$ cat config.mk
export PLATFORM = sky130hd
export DESIGN_NAME = vc_test_sink_arb
export DESIGN_NICKNAME = d
export VERILOG_FILES = /design/src/rtl/vc_test_sink_arb.sv
export SDC_FILE = /design/constraint.sdc
export NUM_CORES = 1
export LEC_CHECK = 0
export ABC_CLOCK_PERIOD_IN_PS = 2600
export CORE_MARGIN = 2
export CORE_UTILIZATION = 48
export CTS_BUF_LIST = sky130_fd_sc_hd__clkbuf_16
export DETAILED_ROUTE_END_ITERATION = 12
export PLACE_DENSITY = 0.9
export REMOVE_ABC_BUFFERS = 1
export SLEW_MARGIN = 10
export SYNTH_ARGS = -nofsm -noshare
export SYNTH_HDL_FRONTEND = slang
export SYNTH_SLANG_ARGS = --single-unit
$ cat constraint.sdc
create_clock -name clk -period 2.6 [get_ports clk]
set_input_delay 0.65 -clock clk [delete_from_list [all_inputs] [get_ports clk]]
set_output_delay 0.65 -clock clk [all_outputs]
set_load 0.01 [all_outputs]
$ cat src/rtl/vc_test_sink_arb.sv
// rtl/vc_test_sink_arb.sv - round-robin burst arbiter sharing one test sink among val/rdy producers
// Define VC_TEST_SINK_ARB_STATS_EN to add the per-requester accepted-message counters on `stats`.
module vc_test_sink_arb #(
  parameter int p_msg_nbits = 8,
  parameter int p_num_reqs  = 4,
  parameter int p_id_nbits  = $clog2(p_num_reqs),
  parameter int p_max_burst = 4
) (
  input  logic                              clk,
  input  logic                              reset,
  input  logic [p_num_reqs-1:0]             in_val,
  output logic [p_num_reqs-1:0]             in_rdy,
  input  logic [p_num_reqs*p_msg_nbits-1:0] in_msg,
  output logic                              out_val,
  input  logic                              out_rdy,
  output logic [p_id_nbits+p_msg_nbits-1:0] out_msg
`ifdef VC_TEST_SINK_ARB_STATS_EN
  ,
  output logic [p_num_reqs*16-1:0]          stats
`endif
);

  typedef enum logic {ARB, LOCK} state_t;

  localparam logic [3:0]            lp_max_burst = 4'(p_max_burst);
  localparam logic [p_id_nbits-1:0] lp_last_id   = p_id_nbits'(p_num_reqs - 1);
  localparam logic [p_id_nbits-1:0] lp_one       = p_id_nbits'(1);

  state_t                          r_state, w_state_nxt;
  logic [p_id_nbits-1:0]           r_ptr, w_ptr_nxt;
  logic [p_id_nbits-1:0]           r_owner, w_owner_nxt;
  logic [3:0]                      r_bcnt, w_bcnt_nxt;
  logic                            r_out_val;
  logic [p_id_nbits+p_msg_nbits-1:0] r_out_msg;

  logic                            w_can_accept;
  logic                            w_found;
  logic                            w_xfer;
  logic [p_id_nbits-1:0]           w_winner;
  logic [p_id_nbits-1:0]           w_sel;
  logic [p_id_nbits-1:0]           w_owner_inc;
  logic [p_id_nbits-1:0]           w_winner_inc;
  logic [p_num_reqs-1:0]           w_rdy;

  assign w_can_accept = !r_out_val || out_rdy;
  assign w_owner_inc  = (r_owner == lp_last_id) ? '0 : r_owner + lp_one;
  assign w_winner_inc = (w_winner == lp_last_id) ? '0 : w_winner + lp_one;

  // Scan from the highest offset down so the closest valid requester after ptr wins.
  always_comb begin
    int                    v_sum;
    logic [p_id_nbits-1:0] v_idx;
    w_found  = 1'b0;
    w_winner = '0;
    v_sum    = 0;
    v_idx    = '0;
    for (int k = p_num_reqs - 1; k >= 0; k--) begin
      v_sum = int'(r_ptr) + k;
      if (v_sum >= p_num_reqs) v_sum = v_sum - p_num_reqs;
      v_idx = p_id_nbits'(v_sum);
      if (in_val[v_idx]) begin
        w_found  = 1'b1;
        w_winner = v_idx;
      end
    end
  end

  always_comb begin
    w_rdy       = '0;
    w_sel       = w_winner;
    w_state_nxt = r_state;
    w_ptr_nxt   = r_ptr;
    w_owner_nxt = r_owner;
    w_bcnt_nxt  = r_bcnt;
    case (r_state)
      ARB: begin
        if (w_found) w_rdy[w_winner] = w_can_accept;
        if (w_found && w_can_accept) begin
          if (p_max_burst > 1) begin
            w_state_nxt = LOCK;
            w_owner_nxt = w_winner;
            w_bcnt_nxt  = 4'd1;
          end else begin
            w_ptr_nxt = w_winner_inc;
          end
        end
      end
      LOCK: begin
        w_sel          = r_owner;
        w_rdy[r_owner] = w_can_accept && in_val[r_owner];
        // An idle owner only releases when the buffer could have taken a beat.
        if (w_can_accept) begin
          if (in_val[r_owner]) begin
            w_bcnt_nxt = r_bcnt + 4'd1;
            if (r_bcnt + 4'd1 == lp_max_burst) begin
              w_state_nxt = ARB;
              w_ptr_nxt   = w_owner_inc;
            end
          end else begin
            w_state_nxt = ARB;
            w_ptr_nxt   = w_owner_inc;
          end
        end
      end
      default: w_state_nxt = ARB;
    endcase
  end

  assign w_xfer  = |(w_rdy & in_val);
  assign in_rdy  = reset ? w_rdy : '0;
  assign out_val = r_out_val;
  assign out_msg = r_out_msg;

  always_ff @(posedge clk or negedge reset) begin
    if (!reset) begin
      r_state   <= ARB;
      r_ptr     <= '0;
      r_owner   <= '0;
      r_bcnt    <= '0;
      r_out_val <= 1'b0;
      r_out_msg <= '0;
    end else begin
      r_state <= w_state_nxt;
      r_ptr   <= w_ptr_nxt;
      r_owner <= w_owner_nxt;
      r_bcnt  <= w_bcnt_nxt;
      if (w_can_accept) begin
        r_out_val <= w_xfer;
        if (w_xfer) r_out_msg <= {w_sel, in_msg[w_sel*p_msg_nbits +: p_msg_nbits]};
      end
    end
  end

`ifdef VC_TEST_SINK_ARB_STATS_EN
  logic [p_num_reqs*16-1:0] r_stats;

  always_ff @(posedge clk or negedge reset) begin
    if (!reset) begin
      r_stats <= '0;
    end else begin
      for (int i = 0; i < p_num_reqs; i++) begin
        if (w_rdy[i] && in_val[i] && (r_stats[i*16 +: 16] != 16'hFFFF))
          r_stats[i*16 +: 16] <= r_stats[i*16 +: 16] + 16'd1;
      end
    end
  end

  assign stats = r_stats;
`else
  // Counters absent; arbitration is unaffected.
`endif

endmodule
==> results of run 1 <==
[per-stage QoR]
stage               cell area, um^2  total power, mW
finish                         2680             3.06
global route                   2680             3.26
CTS                            2670             2.98
detailed placement             2580             2.60
global placement               2580             2.53
floorplan                      1800             1.81
[flip-flops by register name, indices dropped and copies added (netlist names)]
register	flops
r_ptr	2
out_val	1
r_bcnt	4
out_msg	10
r_state	1
r_owner	2
[cell usage in the layout (no fill, tap or decap), types with 9 or more instances in the layout]
cell	instances
nor2b_1	12
nand2_1	10
clkdlybuf4s50_1	44
dfrtp_1	20
nor2_1	15
nor3_1	9
mux2i_1	10
buf_4	29
a211oi_1	16
nand3_1	9
[kinds of logic (layout without fill, tap and decap cells)]
family	Yosys count	in the layout	share of synthesized area, %
flip-flops	20	20	26.7
adder cells (fa/ha/maj)	6	6	4.00
AO/OA/AOI/OAI	62	62	25.5
multiplexers	21	21	13.9
AND/OR/NAND/NOR	85	85	24.9
buffers and inverters	18	88	4.53
XOR/XNOR	1	1	0.467
[synthesized netlist by cell type (all sizes together) (3+ instances only)]
| cell | instances | share of area (%) |
|---|---|---|
| nand3 | 9 | 2.4 |
| nor4 | 9 | 3.0 |
| nor2b | 13 | 4.3 |
| buf | 9 | 2.7 |
| a31oi | 8 | 2.7 |
| nand2b | 5 | 1.7 |
| nor2 | 16 | 3.3 |
| nor3 | 10 | 2.7 |
| ha | 6 | 4.0 |
| a21o | 4 | 1.6 |
| a21oi | 4 | 1.1 |
| mux2 | 10 | 7.4 |
| a32oi | 4 | 1.9 |
| or3b | 8 | 3.7 |
| o21a | 3 | 1.2 |
| clkbuf | 7 | 1.4 |
| mux2i | 10 | 5.3 |
| dfrtp | 20 | 27 |
| a211oi | 16 | 6.4 |
| nand2 | 11 | 2.3 |
| o221ai | 8 | 3.7 |
| o21ai | 6 | 2.2 |
[routing by layer]
metal	global-route usage, %	up-vias	routed length [um]	part of all wire (%)
li1	-	966	-	-
met1	33.9	1029	2410	40
met2	47.8	124	3030	50
met3	4.39	12	459	7.7
met4	10.7	0	98	1.6
met5	0	-	0	0
[area by class of cell]
| cell class | instances | area share, % |
|---|---|---|
| Clock buffer | 3 | 2.80 |
| Sequential cell | 20 | 18.6 |
| Clock inverter | 1 | 0.140 |
| Inverter | 2 | 0.280 |
| Timing Repair Buffer | 82 | 26.5 |
| Multi-Input combinational cell | 175 | 49.4 |
| Tap cell | 48 | 2.24 |
[worst paths after layout]
kind,from,slack (ps),cells past startpoint,endpoint
worst max-delay path,in_val[1],50,6,in_rdy[3]
worst min-delay path,out_msg[8],500,1,out_msg[8]
worst max register to register,r_ptr[0],400,7,out_msg[4]
worst min register to register,out_msg[8],500,1,out_msg[8]
max in group asynchronous,reset,1600,2,out_msg[8]
min in group asynchronous,reset,820,2,r_ptr[0]
[power by group through the flow]
stage	Sequential, mW	Combinational (mW)	Clock, mW
2_1_floorplan	0.743	1.07	0
3_3_place_gp	0.602	1.93	0
3_5_place_dp	0.610	1.99	0
4_1_cts	0.610	2.04	0.336
5_1_grt	0.637	2.27	0.348
6_report	0.616	2.10	0.336
[timing repair]
item	CTS	global route
hold buffers	0	0
setup endpoints to repair	13	4
resized for setup	37	5
setup buffers	3	0
pin swaps	5	2
[critical path, stage by stage]
cell and delay, ps:
buf_2 140, mux4_2 480, and3_4 210, a32oi_1 200, nor2b_1 80, buf_2 140
==> impl_metrics.json, run 1 <==
{
  "htreeDepth": 1,
  "antenna_cells": 0,
  "fin_tns_setup_ps": 0,
  "swShare_pct": 44.1,
  "insertion_delay_ps": 260,
  "p_clk_share_pct": 11.0,
  "synth.ff_latch_count": 20,
  "p_leak_nw": 1.09,
  "grt.overflow.total": 0,
  "design.core.area_um2": 3720,
  "maxCapViolCount": 0,
  "dieArea_um2": 4430,
  "dp.cells": 324,
  "end_kind": "output port",
  "firstDrtPassIters": 5,
  "start_util_pct": 50.5,
  "root_buffer": "clkbuf_16",
  "synthFlopType": "dfrtp_1",
  "startpoint_type": "input pin",
  "synth_cells": 213,
  "peakVddDrop_mv": 0.799,
  "setup_viol": 0,
  "num_vias": 2131,
  "status": "completed",
  "syn_area_per_cell_um2": 8.81,
  "port_buffers": 53,
  "final_hold_viol_count": 0,
  "yosysWarnings": 0,
  "numCtsBuffers": 3,
  "num_rows": 22,
  "fin_crit_ps": 2550,
  "drt-initial-drc-count": 168,
  "fin_cells": 331,
  "combPwrFrac_pct": 68.8,
  "pre_cts_ws_ps": -719,
  "wirelength_um": 6000,
  "cp.required_ps": 1950,
  "layout-drive-gt1-share_pct": 21.6,
  "critical_path_arrival_ps": 1900,
  "maxSlewHeadroom_pct": 52.6,
  "grt_antenna_before_repair": 0,
  "ant_nets": 0,
  "crit_type": "input pin to output port",
  "clock.fmax_mhz": 392,
  "cts.sinks": 20,
  "hpwl_um": 4080,
  "cts_buffer_depth": 2,
  "cts_tree": "done",
  "async_flop_share_pct": 100,
  "period_share_pct": 98.1,
  "worstMarginPinSlew_ps": 708,
  "fin_skew_ps": 3.62,
  "seq_area_frac_synth_pct": 26.7,
  "p_int_mw": 1.71,
  "fin_ws_ps": 48.2,
  "p_sw_mw": 1.35,
  "clkTransAtPathRegs_ps": 60,
  "area_delta_synth_final_pct": 43.0,
  "critPathMaxFanout": 7,
  "ys_types": 43,
  "via_per_inst": 6.44,
  "hp-class": "flip-flop to flip-flop",
  "track_usage_pct": 27.5,
  "die_x_um": 66.5,
  "nets": 329,
  "routabilityCongestion": 0.919,
  "syn_area_um2": 1880,
  "drv_slew": 0,
  "seq_area_um2": 500,
  "powerDensity_nw_per_um2": 1140,
  "io_pins": 54,
  "rsz0062_at_grt": "false",
  "drc_errors": 0,
  "grt_max_degree": 46,
  "multi_input_area_um2": 1330,
  "holdWs_ps": 499,
  "grt_pass1_vias": 2011,
  "wl_per_cell_um": 18.1,
  "grt_first_pass_wirelength_um": 9370,
  "post-route-util_pct": 72.2,
  "synth_edf_count": 0,
  "die_h_um": 66.5,
  "fillers": 275,
  "seqPwrFrac_pct": 20.2
}
(Power assumes the default switching activity.)
==> run 2, diff against run 1 <==
--- a/config.mk
+++ b/config.mk
@@ -12,6 +12,7 @@
 export DETAILED_ROUTE_END_ITERATION = 12
 export PLACE_DENSITY = 0.9
 export REMOVE_ABC_BUFFERS = 1
+export SETUP_SLACK_MARGIN = 0.5
 export SLEW_MARGIN = 10
 export SYNTH_ARGS = -nofsm -noshare
 export SYNTH_HDL_FRONTEND = slang
==> impl_metrics.json, run 2 (same netlist as run 1, synthesis figures left out) <==
{
  "status": "completed",
  "final_area_um2": 2870,
  "layout-drive-gt1-share_pct": 28.4,
  "track_usage_pct": 28.6,
  "dp.cells": 324,
  "pre_cts_ws_ps": -719,
  "hpwl_um": 4080,
  "critPathMaxStageDelay_ps": 490,
  "worstPathCellList": "buf_8 -> mux4_2 -> and3_4 -> a32oi_2 -> nor2b_1 -> buf_2",
  "dieArea_um2": 4430,
  "seq_area_um2": 503,
  "worstMarginPinSlew_ps": 534,
  "powerDensity_nw_per_um2": 1170,
  "drc_errors": 0,
  "routabilityCongestion": 0.919,
  "grt_max_degree": 46,
  "setup_viol": 0,
  "antenna_cells": 0,
  "ant_nets": 0,
  "fin_ws_ps": 65.5,
  "wl_per_cell_um": 21.1,
  "final_cell_mix": "clkdlybuf4s50_1 (44), buf_4 (32), dfrtp_1 (18), a211oi_1 (16), nor2_1 (13)",
  "die_x_um": 66.5,
  "peakVddDrop_mv": 0.873,
  "cts.sinks": 20,
  "fillers": 237,
  "cp.required_ps": 1950,
  "grt.overflow.total": 0,
  "dpl_cell_area_um2": 2580,
  "fin_crit_ps": 2530,
  "numCtsBuffers": 3,
  "num_rows": 22,
  "num_vias": 2226,
  "root_buffer": "clkbuf_16",
  "design.core.area_um2": 3720,
  "wirelength_um": 7100,
  "firstDrtPassIters": 6,
  "port_buffers": 53,
  "clkTransAtPathRegs_ps": 60,
  "cts_tree": "done",
  "critPathBufInv": 2,
  "cp_slowest_cell": "mux4_2",
  "post-route-util_pct": 77.3,
  "drv_slew": 0,
  "final_common_cell": "clkdlybuf4s50_1",
  "fin_cells": 337,
  "period_share_pct": 97.5,
  "htreeDepth": 1,
  "critPathMaxFanout": 6,
  "final_hold_viol_count": 0,
  "area_delta_synth_final_pct": 53.0,
  "end_kind": "output port",
  "fin_tns_setup_ps": 0,
  "grt_antenna_before_repair": 0,
  "hp-class": "flip-flop to flip-flop",
  "path_delay_family": "multiplexers",
  "nets": 335,
  "multi_input_area_um2": 1420,
  "start_util_pct": 50.5,
  "drt-initial-drc-count": 256,
  "critical_path_arrival_ps": 1880,
  "die_h_um": 66.5,
  "p_leak_nw": 1.15,
  "grt_first_pass_wirelength_um": 9670,
  "maxCapViolCount": 0,
  "cts_buffer_depth": 2,
  "io_pins": 54,
  "maxSlewHeadroom_pct": 64.4,
  "hold_buffers": 0,
  "insertion_delay_ps": 260,
  "fin_skew_ps": 4.87,
  "rsz0062_at_grt": "true",
  "via_per_inst": 6.61,
  "grt_pass1_vias": 2029,
  "largest_reg_flops": 10,
  "clock.fmax_mhz": 395,
  "crit_type": "input pin to output port",
  "startpoint_type": "input pin"
}
## run 2: what timing repair did
action | in CTS | in global routing
endpoints found under the setup margin | 19 | 12
gates resized for setup | 52 | 23
setup buffers | 6 | 3
pin swaps | 5 | 9
## run 2: through the flow
step	total power, mW	hold slack (ps)
floorplan	1.81	354
global placement	2.53	478
detailed placement	2.60	488
CTS	3.00	501
global route	3.53	513
finish	3.36	499
## run 2: worst paths after layout
kind	endpoint	slack (ps)	depth (start not counted)	start
max in group asynchronous	r_owner[1]	1560	2	reset
setup reg to reg	out_msg[0]	460	9	r_owner[1]
min in group asynchronous	r_ptr[0]	870	2	reset
setup / recovery	in_rdy[1]	70	6	in_val[1]
hold reg to reg	out_msg[8]	500	1	out_msg[8]
hold / removal	out_msg[8]	500	1	out_msg[8]
## run 2: power breakdown
part           switching (mW)  leakage (nW)  total, mW  internal (mW)
combinational            1.23         0.884       2.39           1.16
clock                   0.130        0.0385      0.336          0.206
sequential              0.154         0.225      0.629          0.475
total                    1.52          1.15       3.36           1.84
## run 2: metal layers
metal  up-vias  share of wire [%]  routed length [um]  track usage, %
met5         -                  0                   0               0
met4         0                3.5                 246            11.5
met3        30                8.0                 567            3.04
met2       151                 51                3640            51.6
met1      1066                 37                2650            34.5
li1        979                  -                   -               -
## run 2: area by class of cell
cell class                 count  share of cell area, %
clock buffer                   3                   2.61
sequential                    20                   17.5
multi-input combinational    175                   49.4
clock inverter                 1                  0.131
timing repair buffer          88                   28.0
inverter                       2                  0.261
tap                           48                   2.09
==> run 3, diff against run 2 <==
--- a/config.mk
+++ b/config.mk
@@ -6,7 +6,6 @@
 export NUM_CORES = 1
 export LEC_CHECK = 0
 export ABC_CLOCK_PERIOD_IN_PS = 2600
-export CORE_MARGIN = 2
 export CORE_UTILIZATION = 48
 export CTS_BUF_LIST = sky130_fd_sc_hd__clkbuf_16
 export DETAILED_ROUTE_END_ITERATION = 12
==> impl_metrics.json, run 3 (same netlist as run 1, synthesis figures left out) <==
{
  "powerDensity_nw_per_um2": 1140,
  "die_h_um": 64.5,
  "setup_viol": 0,
  "maxCapViolCount": 0,
  "reg2reg_to": "out_msg[6]",
  "track_usage_pct": 27.7,
  "final_cell_mix": "clkdlybuf4s50_1 (44), buf_4 (27), dfrtp_1 (19), a211oi_1 (14), nor2_1 (13)",
  "hold_path_depth": 1,
  "htreeDepth": 1,
  "seq_area_um2": 502,
  "dieArea_um2": 4160,
  "crit_type": "input pin to output port",
  "num_rows": 22,
  "fillers": 240,
  "clkTransAtPathRegs_ps": 60,
  "critical_path_arrival_ps": 1850,
  "startpoint_type": "input pin",
  "multi_input_area_um2": 1400,
  "numCtsBuffers": 3,
  "fin_tns_setup_ps": 0,
  "start_util_pct": 50.5,
  "largest_reg_flops": 10,
  "root_buffer": "clkbuf_16",
  "design.core.area_um2": 3720,
  "cts.sinks": 20,
  "nets": 332,
  "grt.overflow.total": 0,
  "io_pins": 54,
  "port_buffers": 53,
  "clock.fmax_mhz": 400,
  "wl_per_cell_um": 18.3,
  "maxSlewHeadroom_pct": 70.5,
  "hp-class": "flip-flop to flip-flop",
  "dp.cells": 326,
  "die_x_um": 64.5,
  "worst-r2r-cell-count": 8,
  "grt_max_degree": 46,
  "drc_errors": 0,
  "drt-initial-drc-count": 206,
  "grt_antenna_before_repair": 0,
  "firstDrtPassIters": 7,
  "holdPathEnd": "out_msg[8]",
  "final_common_cell": "clkdlybuf4s50_1",
  "final_hold_viol_count": 0,
  "wirelength_um": 6080,
  "via_per_inst": 6.45,
  "post-route-util_pct": 76.5,
  "cp.required_ps": 1950,
  "layout-drive-gt1-share_pct": 26.0,
  "regToRegSetupSlack_ps": 400,
  "ant_nets": 0,
  "fin_crit_ps": 2500,
  "grt_first_pass_wirelength_um": 8880,
  "worstMarginPinSlew_ps": 442,
  "hpwl_um": 3830,
  "fin_skew_ps": 1.24,
  "routabilityCongestion": 0.869,
  "rsz0062_at_grt": "true",
  "r2r_start": "r_ptr[0]",
  "p_leak_nw": 1.13,
  "period_share_pct": 96.2,
  "hp-start": "out_msg[8]",
  "cts_tree": "done",
  "critPathMaxFanout": 5,
  "grt_pass1_vias": 1933,
  "status": "completed",
  "peakVddDrop_mv": 0.746,
  "antenna_cells": 0,
  "insertion_delay_ps": 250,
  "drv_slew": 0,
  "num_vias": 2147,
  "area_delta_synth_final_pct": 51.4,
  "cts_buffer_depth": 2,
  "fin_cells": 333,
  "end_kind": "output port"
}
==> run 3: stage by stage <==
stage,power [mW],area [um^2],hold WS [ps],worst slack [ps]
floorplan,1.81,1800,354,147
global placement,2.57,2610,482,-637
detailed placement,2.62,2610,482,-667
CTS,2.98,2720,494,140
global route,3.43,2840,534,72.7
finish,3.24,2840,491,99.4
==> run 3: critical path, cell delays in order <==
cell     delay, ps
buf_8          110
mux4_2         500
and3_4         220
a32oi_2        170
nor2b_1         60
buf_2          140
==> run 3: cell type report <==
| type | count | share of cell area, % |
|---|---|---|
| tap | 48 | 2.11 |
| sequential | 20 | 17.7 |
| timing repair buffer | 85 | 28.1 |
| inverter | 2 | 0.264 |
| clock buffer | 3 | 2.64 |
| multi-input combinational | 175 | 49.2 |
==> run 3: what timing repair did <==
action,CTS,global route
endpoints found under the setup margin,18,12
resized for setup,51,19
hold buffers,0,0
cloned,0,0
pin swaps,6,12
setup buffers,1,3
==> run 3: report_power, final <==
group | internal, mW | switching [mW]
clock network | 0.203 | 0.119
logic | 1.15 | 1.14
registers | 0.474 | 0.153
==> run 3: worst max path at each step <==
| stage | cells past startpoint | startpoint | to |
|---|---|---|---|
| 2_1_floorplan | 3 | r_state | in_rdy[0] |
| 3_3_place_gp | 6 | in_val[3] | in_rdy[0] |
| 3_5_place_dp | 6 | in_val[3] | in_rdy[3] |
| 4_1_cts | 6 | in_val[1] | in_rdy[3] |
| 5_1_grt | 6 | in_val[1] | in_rdy[0] |
| 6_report | 6 | in_val[1] | in_rdy[3] |
==> run 3: layer usage <==
metal	share of wire, %	global-route usage (%)	up-vias	wire (um)
met5	0	0	-	0
met4	2.8	14.4	0	172
met3	5.9	3.17	23	357
met2	52	46.2	121	3150
met1	40	35.0	1029	2410
li1	-	-	974	-
